File: config.mk
export PLATFORM = sky130hd
export DESIGN_NAME = lbus_master_flat
export DESIGN_NICKNAME = d
export VERILOG_FILES = /design/src/rtl/lbus_master_if.sv /design/src/rtl/lbus_master.sv /design/src/flat_wrapper.sv
export SDC_FILE = /design/constraint.sdc
export NUM_CORES = 1
export LEC_CHECK = 0
export BUFFER_PORTS_ARGS = -buffer_cell sky130_fd_sc_hd__buf_2
export CAP_MARGIN = 20
export CORE_AREA = 2 2 82 84
export CTS_CLUSTER_DIAMETER = 200
export DETAILED_ROUTE_END_ITERATION = 16
export DIE_AREA = 0 0 84 86
export GPL_TIMING_DRIVEN = 0
export PLACE_DENSITY = 0.87
export SLEW_MARGIN = 20
export SYNTH_ARGS = -nofsm -noshare
export SYNTH_HDL_FRONTEND = slang
export SYNTH_SLANG_ARGS = --single-unit
File: constraint.sdc
create_clock -name clk -period 2.76 [get_ports clk]
set_input_delay 0.276 -clock clk [delete_from_list [all_inputs] [get_ports clk]]
set_output_delay 0.276 -clock clk [all_outputs]
set_load 0.005 [all_outputs]
File: src/rtl/lbus_master_if.sv
// Command/response and multiplexed local-bus signals of lbus_master.
// The master modport is the controller's view; slave is the requester/target view.
interface lbus_master_if;
  logic        cmd_valid;
  logic        cmd_ready;
  logic        cmd_we;
  logic [15:0] cmd_addr;
  logic [15:0] cmd_wdata;
  logic        rsp_valid;
  logic [15:0] rsp_rdata;
  logic        busy;
  logic [15:0] lbus_di_a;
  logic        lbus_wrn;
  logic        lbus_rdn;
  logic [15:0] lbus_do;

  modport master (
    input  cmd_valid, cmd_we, cmd_addr, cmd_wdata, lbus_do,
    output cmd_ready, rsp_valid, rsp_rdata, busy,
    output lbus_di_a, lbus_wrn, lbus_rdn
  );

  modport slave (
    output cmd_valid, cmd_we, cmd_addr, cmd_wdata, lbus_do,
    input  cmd_ready, rsp_valid, rsp_rdata, busy,
    input  lbus_di_a, lbus_wrn, lbus_rdn
  );
endinterface

File: src/rtl/lbus_master.sv
// Single-outstanding master for a multiplexed address/data local bus.
// Phases: ADDR -> WDATA or RDATA -> GAP, each lasting a parameterised count.
module lbus_master #(
  parameter int unsigned ADDR_CYC = 2,
  parameter int unsigned DATA_CYC = 2,
  parameter int unsigned RD_CYC   = 3,
  parameter int unsigned GAP_CYC  = 1
) (
  input  logic         clk,
  input  logic         rst,
  lbus_master_if.master bus
);

  typedef enum logic [2:0] {
    S_IDLE,
    S_ADDR,
    S_WDATA,
    S_RDATA,
    S_GAP
  } state_t;

  localparam logic [7:0] L_ADDR = 8'(ADDR_CYC - 1);
  localparam logic [7:0] L_DATA = 8'(DATA_CYC - 1);
  localparam logic [7:0] L_RD   = 8'(RD_CYC - 1);
  localparam logic [7:0] L_GAP  = 8'(GAP_CYC - 1);

  state_t      r_state;
  state_t      w_state_n;
  logic [7:0]  r_cnt;
  logic [7:0]  w_cnt_n;
  logic        r_we;
  logic [15:0] r_addr;
  logic [15:0] r_wdata;
  logic [15:0] r_di_a;
  logic        r_wrn;
  logic        r_rdn;
  logic        r_rsp;
  logic [15:0] r_rdata;
  logic [15:0] w_di_n;
  logic        w_wrn_n;
  logic        w_rdn_n;
  logic        w_acc;
  logic        w_last;

  assign w_acc  = bus.cmd_valid & bus.cmd_ready;
  assign w_last = (r_cnt == 8'd0);

  always_ff @(posedge clk) begin
    if (rst) begin
      r_state <= S_IDLE;
      r_cnt   <= 8'd0;
    end else begin
      r_state <= w_state_n;
      r_cnt   <= w_cnt_n;
    end
  end

  // Counter holds the remaining cycles of the current phase.
  always_comb begin
    w_state_n = r_state;
    w_cnt_n   = r_cnt;
    unique case (r_state)
      S_IDLE: begin
        if (w_acc) begin
          w_state_n = S_ADDR;
          w_cnt_n   = L_ADDR;
        end
      end
      S_ADDR: begin
        if (w_last) begin
          w_state_n = r_we ? S_WDATA : S_RDATA;
          w_cnt_n   = r_we ? L_DATA : L_RD;
        end else begin
          w_cnt_n = r_cnt - 8'd1;
        end
      end
      S_WDATA, S_RDATA: begin
        if (w_last) begin
          w_state_n = S_GAP;
          w_cnt_n   = L_GAP;
        end else begin
          w_cnt_n = r_cnt - 8'd1;
        end
      end
      S_GAP: begin
        if (w_last) begin
          w_state_n = S_IDLE;
          w_cnt_n   = 8'd0;
        end else begin
          w_cnt_n = r_cnt - 8'd1;
        end
      end
      default: begin
        w_state_n = S_IDLE;
        w_cnt_n   = 8'd0;
      end
    endcase
  end

  // Bus values for the next cycle; the address comes straight
  // from the command only on the accepting edge.
  always_comb begin
    w_di_n  = 16'h0000;
    w_wrn_n = 1'b1;
    w_rdn_n = 1'b1;
    unique case (1'b1)
      (w_state_n == S_ADDR):  w_di_n = w_acc ? bus.cmd_addr : r_addr;
      (w_state_n == S_WDATA): begin
        w_di_n  = r_wdata;
        w_wrn_n = 1'b0;
      end
      (w_state_n == S_RDATA): begin
        w_di_n  = r_addr;
        w_rdn_n = 1'b0;
      end
      default: ;
    endcase
  end

  always_ff @(posedge clk) begin
    if (rst) begin
      r_we    <= 1'b0;
      r_addr  <= 16'h0000;
      r_wdata <= 16'h0000;
      r_di_a  <= 16'h0000;
      r_wrn   <= 1'b1;
      r_rdn   <= 1'b1;
      r_rsp   <= 1'b0;
      r_rdata <= 16'h0000;
    end else begin
      if (w_acc) begin
        r_we    <= bus.cmd_we;
        r_addr  <= bus.cmd_addr;
        r_wdata <= bus.cmd_wdata;
      end
      r_di_a <= w_di_n;
      r_wrn  <= w_wrn_n;
      r_rdn  <= w_rdn_n;
      r_rsp  <= (w_state_n == S_GAP) && (r_state != S_GAP);
      if (r_state == S_RDATA && w_last) begin
        r_rdata <= bus.lbus_do;
      end else if (r_state == S_WDATA && w_last) begin
        r_rdata <= 16'h0000;
      end
    end
  end

  assign bus.cmd_ready = (r_state == S_IDLE) & ~rst;
  assign bus.busy      = (r_state != S_IDLE);
  assign bus.rsp_valid = r_rsp & ~rst;
  assign bus.rsp_rdata = r_rdata;
  assign bus.lbus_di_a = r_di_a;
  assign bus.lbus_wrn  = r_wrn;
  assign bus.lbus_rdn  = r_rdn;

endmodule

File: src/flat_wrapper.sv
// flat-port wrapper written by rule: the top's interface ports become plain ports
module lbus_master_flat 
#(
  parameter int unsigned ADDR_CYC = 2,
  parameter int unsigned DATA_CYC = 2,
  parameter int unsigned RD_CYC   = 3,
  parameter int unsigned GAP_CYC  = 1
)
  (clk, rst, bus_cmd_valid, bus_cmd_we, bus_cmd_addr, bus_cmd_wdata, bus_lbus_do, bus_cmd_ready, bus_rsp_valid, bus_rsp_rdata, bus_busy, bus_lbus_di_a, bus_lbus_wrn, bus_lbus_rdn);
  lbus_master_if bus_i ();
  input  logic clk;
  input  logic rst;
  input wire logic [$bits(bus_i.cmd_valid)-1:0] bus_cmd_valid;
  input wire logic [$bits(bus_i.cmd_we)-1:0] bus_cmd_we;
  input wire logic [$bits(bus_i.cmd_addr)-1:0] bus_cmd_addr;
  input wire logic [$bits(bus_i.cmd_wdata)-1:0] bus_cmd_wdata;
  input wire logic [$bits(bus_i.lbus_do)-1:0] bus_lbus_do;
  output wire logic [$bits(bus_i.cmd_ready)-1:0] bus_cmd_ready;
  output wire logic [$bits(bus_i.rsp_valid)-1:0] bus_rsp_valid;
  output wire logic [$bits(bus_i.rsp_rdata)-1:0] bus_rsp_rdata;
  output wire logic [$bits(bus_i.busy)-1:0] bus_busy;
  output wire logic [$bits(bus_i.lbus_di_a)-1:0] bus_lbus_di_a;
  output wire logic [$bits(bus_i.lbus_wrn)-1:0] bus_lbus_wrn;
  output wire logic [$bits(bus_i.lbus_rdn)-1:0] bus_lbus_rdn;
  assign bus_i.cmd_valid = bus_cmd_valid;
  assign bus_i.cmd_we = bus_cmd_we;
  assign bus_i.cmd_addr = bus_cmd_addr;
  assign bus_i.cmd_wdata = bus_cmd_wdata;
  assign bus_i.lbus_do = bus_lbus_do;
  assign bus_cmd_ready = bus_i.cmd_ready;
  assign bus_rsp_valid = bus_i.rsp_valid;
  assign bus_rsp_rdata = bus_i.rsp_rdata;
  assign bus_busy = bus_i.busy;
  assign bus_lbus_di_a = bus_i.lbus_di_a;
  assign bus_lbus_wrn = bus_i.lbus_wrn;
  assign bus_lbus_rdn = bus_i.lbus_rdn;
  lbus_master #(.ADDR_CYC(ADDR_CYC), .DATA_CYC(DATA_CYC), .RD_CYC(RD_CYC), .GAP_CYC(GAP_CYC)) u_core (.clk(clk), .rst(rst), .bus(bus_i));
endmodule
==> impl_metrics.ini <==
[place]
dp_hpwl_um = 5351
place_congestion = 0.9184
io_buffers = 88
place_inst = 509

[drt]
routed_via_density = 5.328
wl_met2_um = 3706
via_count = 2797
drtIter0Drc = 153
routedWlPerCell_um = 14.16
antenna_left = 0
first_pass_iters = 5
wl_um = 7433
dr.max_layer_used = met4
wl_met1_um = 3179
drcViolationCount = 0
wl_met3_um = 448

[grt]
grt.total_usage_pct = 21.26
grt.overflow.total = 0
grt_pass1_vias = 2718
grt_pass1_wl_um = 12360
antenna_found_initial = 0
grt_max_degree = 15

[clocking]
cts_buffers = 9
clkSinkCount = 79
post_cts_resized = 0
postCtsSetupBuffers = 0
clk_latency_ps = 350
ctsRootBufferMaster = clkbuf_8
cts_buffer_depth = 2
clkTransAtPathRegs_ps = 90
hold_buffers = 0
cts_tree = built
cts_max_level = 3

[synthesis]
synthCells = 344
synth-async-reset-ratio_pct = 0
synth_area_leaders = dfxtp_1, mux2i_1, nand2_1
synth_cell_types = 38
ys_ff_latch = 79
syn_nets = 397
synth_top_area_cell = dfxtp_1
synth_edf_count = 0
seq_area_frac_synth_pct = 50.26
syn_area_per_cell_um2 = 9.148
ys.flop_type = dfxtp_1
ys_warn_count = 0
synth_top_area_share_pct = 50.26
synth.cell_area_um2 = 3147

[sta]
holdWs_ps = 108.0
finalHoldViolations = 0
finalClockSkew_ps = 10.14
relSlewSlack_pct = 55.81
period_share_pct = 88.64
finalSetupViolations = 0
finalMaxSlewViolations = 0
tightest_slew_ps = 661.2
max_freq_mhz = 408.8
tns_ps = 0
period_needed_ps = 2446
rsz0062_at_grt = no

[worst_setup_path]
cp_top_family = simple AND/OR/NAND/NOR gates
critPathKind = reg -> reg
setup.worst_path.start_class = register
critPathLaunch = u_core.r_cnt[2]
worstPathRequired_ps = 2980
path_buf_inv = 1
endpoint_kind = register
arrival_ps = 2670
critPathMaxFanout = 10
rr_startpoint = u_core.r_cnt[2]
cp_slowest_cell = o21ai_1
path_cells = or3_4 > nor4_4 > nor2_1 > o21ai_1 > buf_2 > o22ai_1
slowest_delay_ps = 510

[layout]
fillers = 542
nets = 496
antenna_cells = 0
syn_to_final_growth_pct = 22.90
drive_above_1_share_pct = 27.01
fin_cells = 525
multi_input_area_um2 = 1444
regArea_um2 = 1582

[floorplanning]
die_area_um2 = 7224
num_rows = 29
die_width_um = 84
start_util_pct = 50.13
ioPinCount = 89
core_um2 = 6277
die_h_um = 86

[power_and_ir_drop]
ir_drop_v = 0.0004397
power.share.switching_pct = 37.88
intPower_mw = 2.358
p_per_area_nw_per_um2 = 981.5
power_leakage_nw = 1.724
switchingPower_mw = 1.438
p_comb_share_pct = 40.6
p_clk_share_pct = 20.6
p_seq_share_pct = 38.8

[worst_hold_path]
holdCritPathClass = in -> reg
min-delay-start = bus_cmd_wdata[1]

[status]
status = complete, no violations

[run]
maxCapViolations = 0
## worst paths after layout
kind	to	slack (ps)	cells after the start
worst max register to register	u_core.bus.lbus_di_a[8]	310	6
worst max-delay path	u_core.bus.lbus_di_a[8]	310	6
worst min register to register	u_core.bus.rsp_rdata[3]	450	2
worst min-delay path	u_core.r_wdata[1]	110	3
## metal layers
metal | global-route usage [%] | up-vias
met2 | 36.65 | 79
met1 | 25.87 | 1320
met5 | 0 | -
li1 | - | 1387
met3 | 4.812 | 11
met4 | 8.651 | 0
## layout make-up
class	count	area share, %
plain buffers	24	2.750
clock buffers	10	3.559
clock inverters	6	1.197
inverters	4	0.3882
multi-input cells	237	37.33
flip-flops and latches	79	40.89
well taps	77	2.491
repair buffers	88	11.39
## flip-flops by register name (all words and copies together) (netlist names)
register	cells
u_core.bus.lbus_di_a	16
u_core.bus.lbus_rdn	1
u_core.bus.lbus_wrn	1
u_core.bus.rsp_rdata	16
u_core.r_addr	16
u_core.r_cnt	8
u_core.r_rsp	1
u_core.r_state	3
u_core.r_wdata	16
u_core.r_we	1
## power groups by stage
stage	clock (mW)	combinational, mW	sequential [mW]
floorplan	0	1.15	1.48
global placement	0	1.47	1.48
detailed placement	0	1.52	1.50
CTS	0.795	1.54	1.47
global route	0.843	1.69	1.50
finish	0.781	1.54	1.47
## Yosys cell counts (3+ instances only)
master and count:
o22ai_1 16, nand3b_1 17, nor4_1 4, clkbuf_1 15
nor2_1 29, o21ai_0 3, dfxtp_1 79, inv_1 4
buf_2 7, nand3_1 17, a21oi_1 23, xnor2_1 3
mux2i_1 34, nor2b_1 4, nand2_1 58
## worst register-to-register path, stage by stage (launching register included)
cell and delay (ps):
dfxtp_1 370, or3_4 430, nor4_4 450, nor2_1 80
o21ai_1 510, buf_2 360, o22ai_1 120
## layout by cell type (no fill, tap or decap), types with 15 or more instances in the layout
cell,netlist,final
a21oi_1,23,23
buf_2,7,95
clkbuf_1,15,15
dfxtp_1,79,79
mux2i_1,34,34
nand2_1,58,58
nand3_1,17,17
nand3b_1,17,17
nor2_1,29,29
o22ai_1,16,16
## per-stage QoR
step	total power, mW	util [%]	instance area (um2)	setup slack, ps
detailed placement	3.013	58.68	3684	364.2
floorplan	2.625	-	3147	775.2
finish	3.796	61.61	3867	313.6
global route	4.031	61.61	3867	191.2
global placement	2.955	58.68	3684	409.1
CTS	3.804	61.61	3867	340.2
## cells by family (layout without fill, tap and decap cells)
logic type	after synthesis	after routing	synth area share (%)
AND/OR/NAND/NOR	150	150	24.69
adder cells (fa/ha/maj)	1	1	0.3976
AO/OA/AOI/OAI	47	47	8.588
flip-flops	79	79	50.26
XOR/XNOR	5	5	1.392
buffers and inverters	28	132	3.856
multiplexers	34	34	10.82
Note: power is estimated with default switching activity, not from simulation.
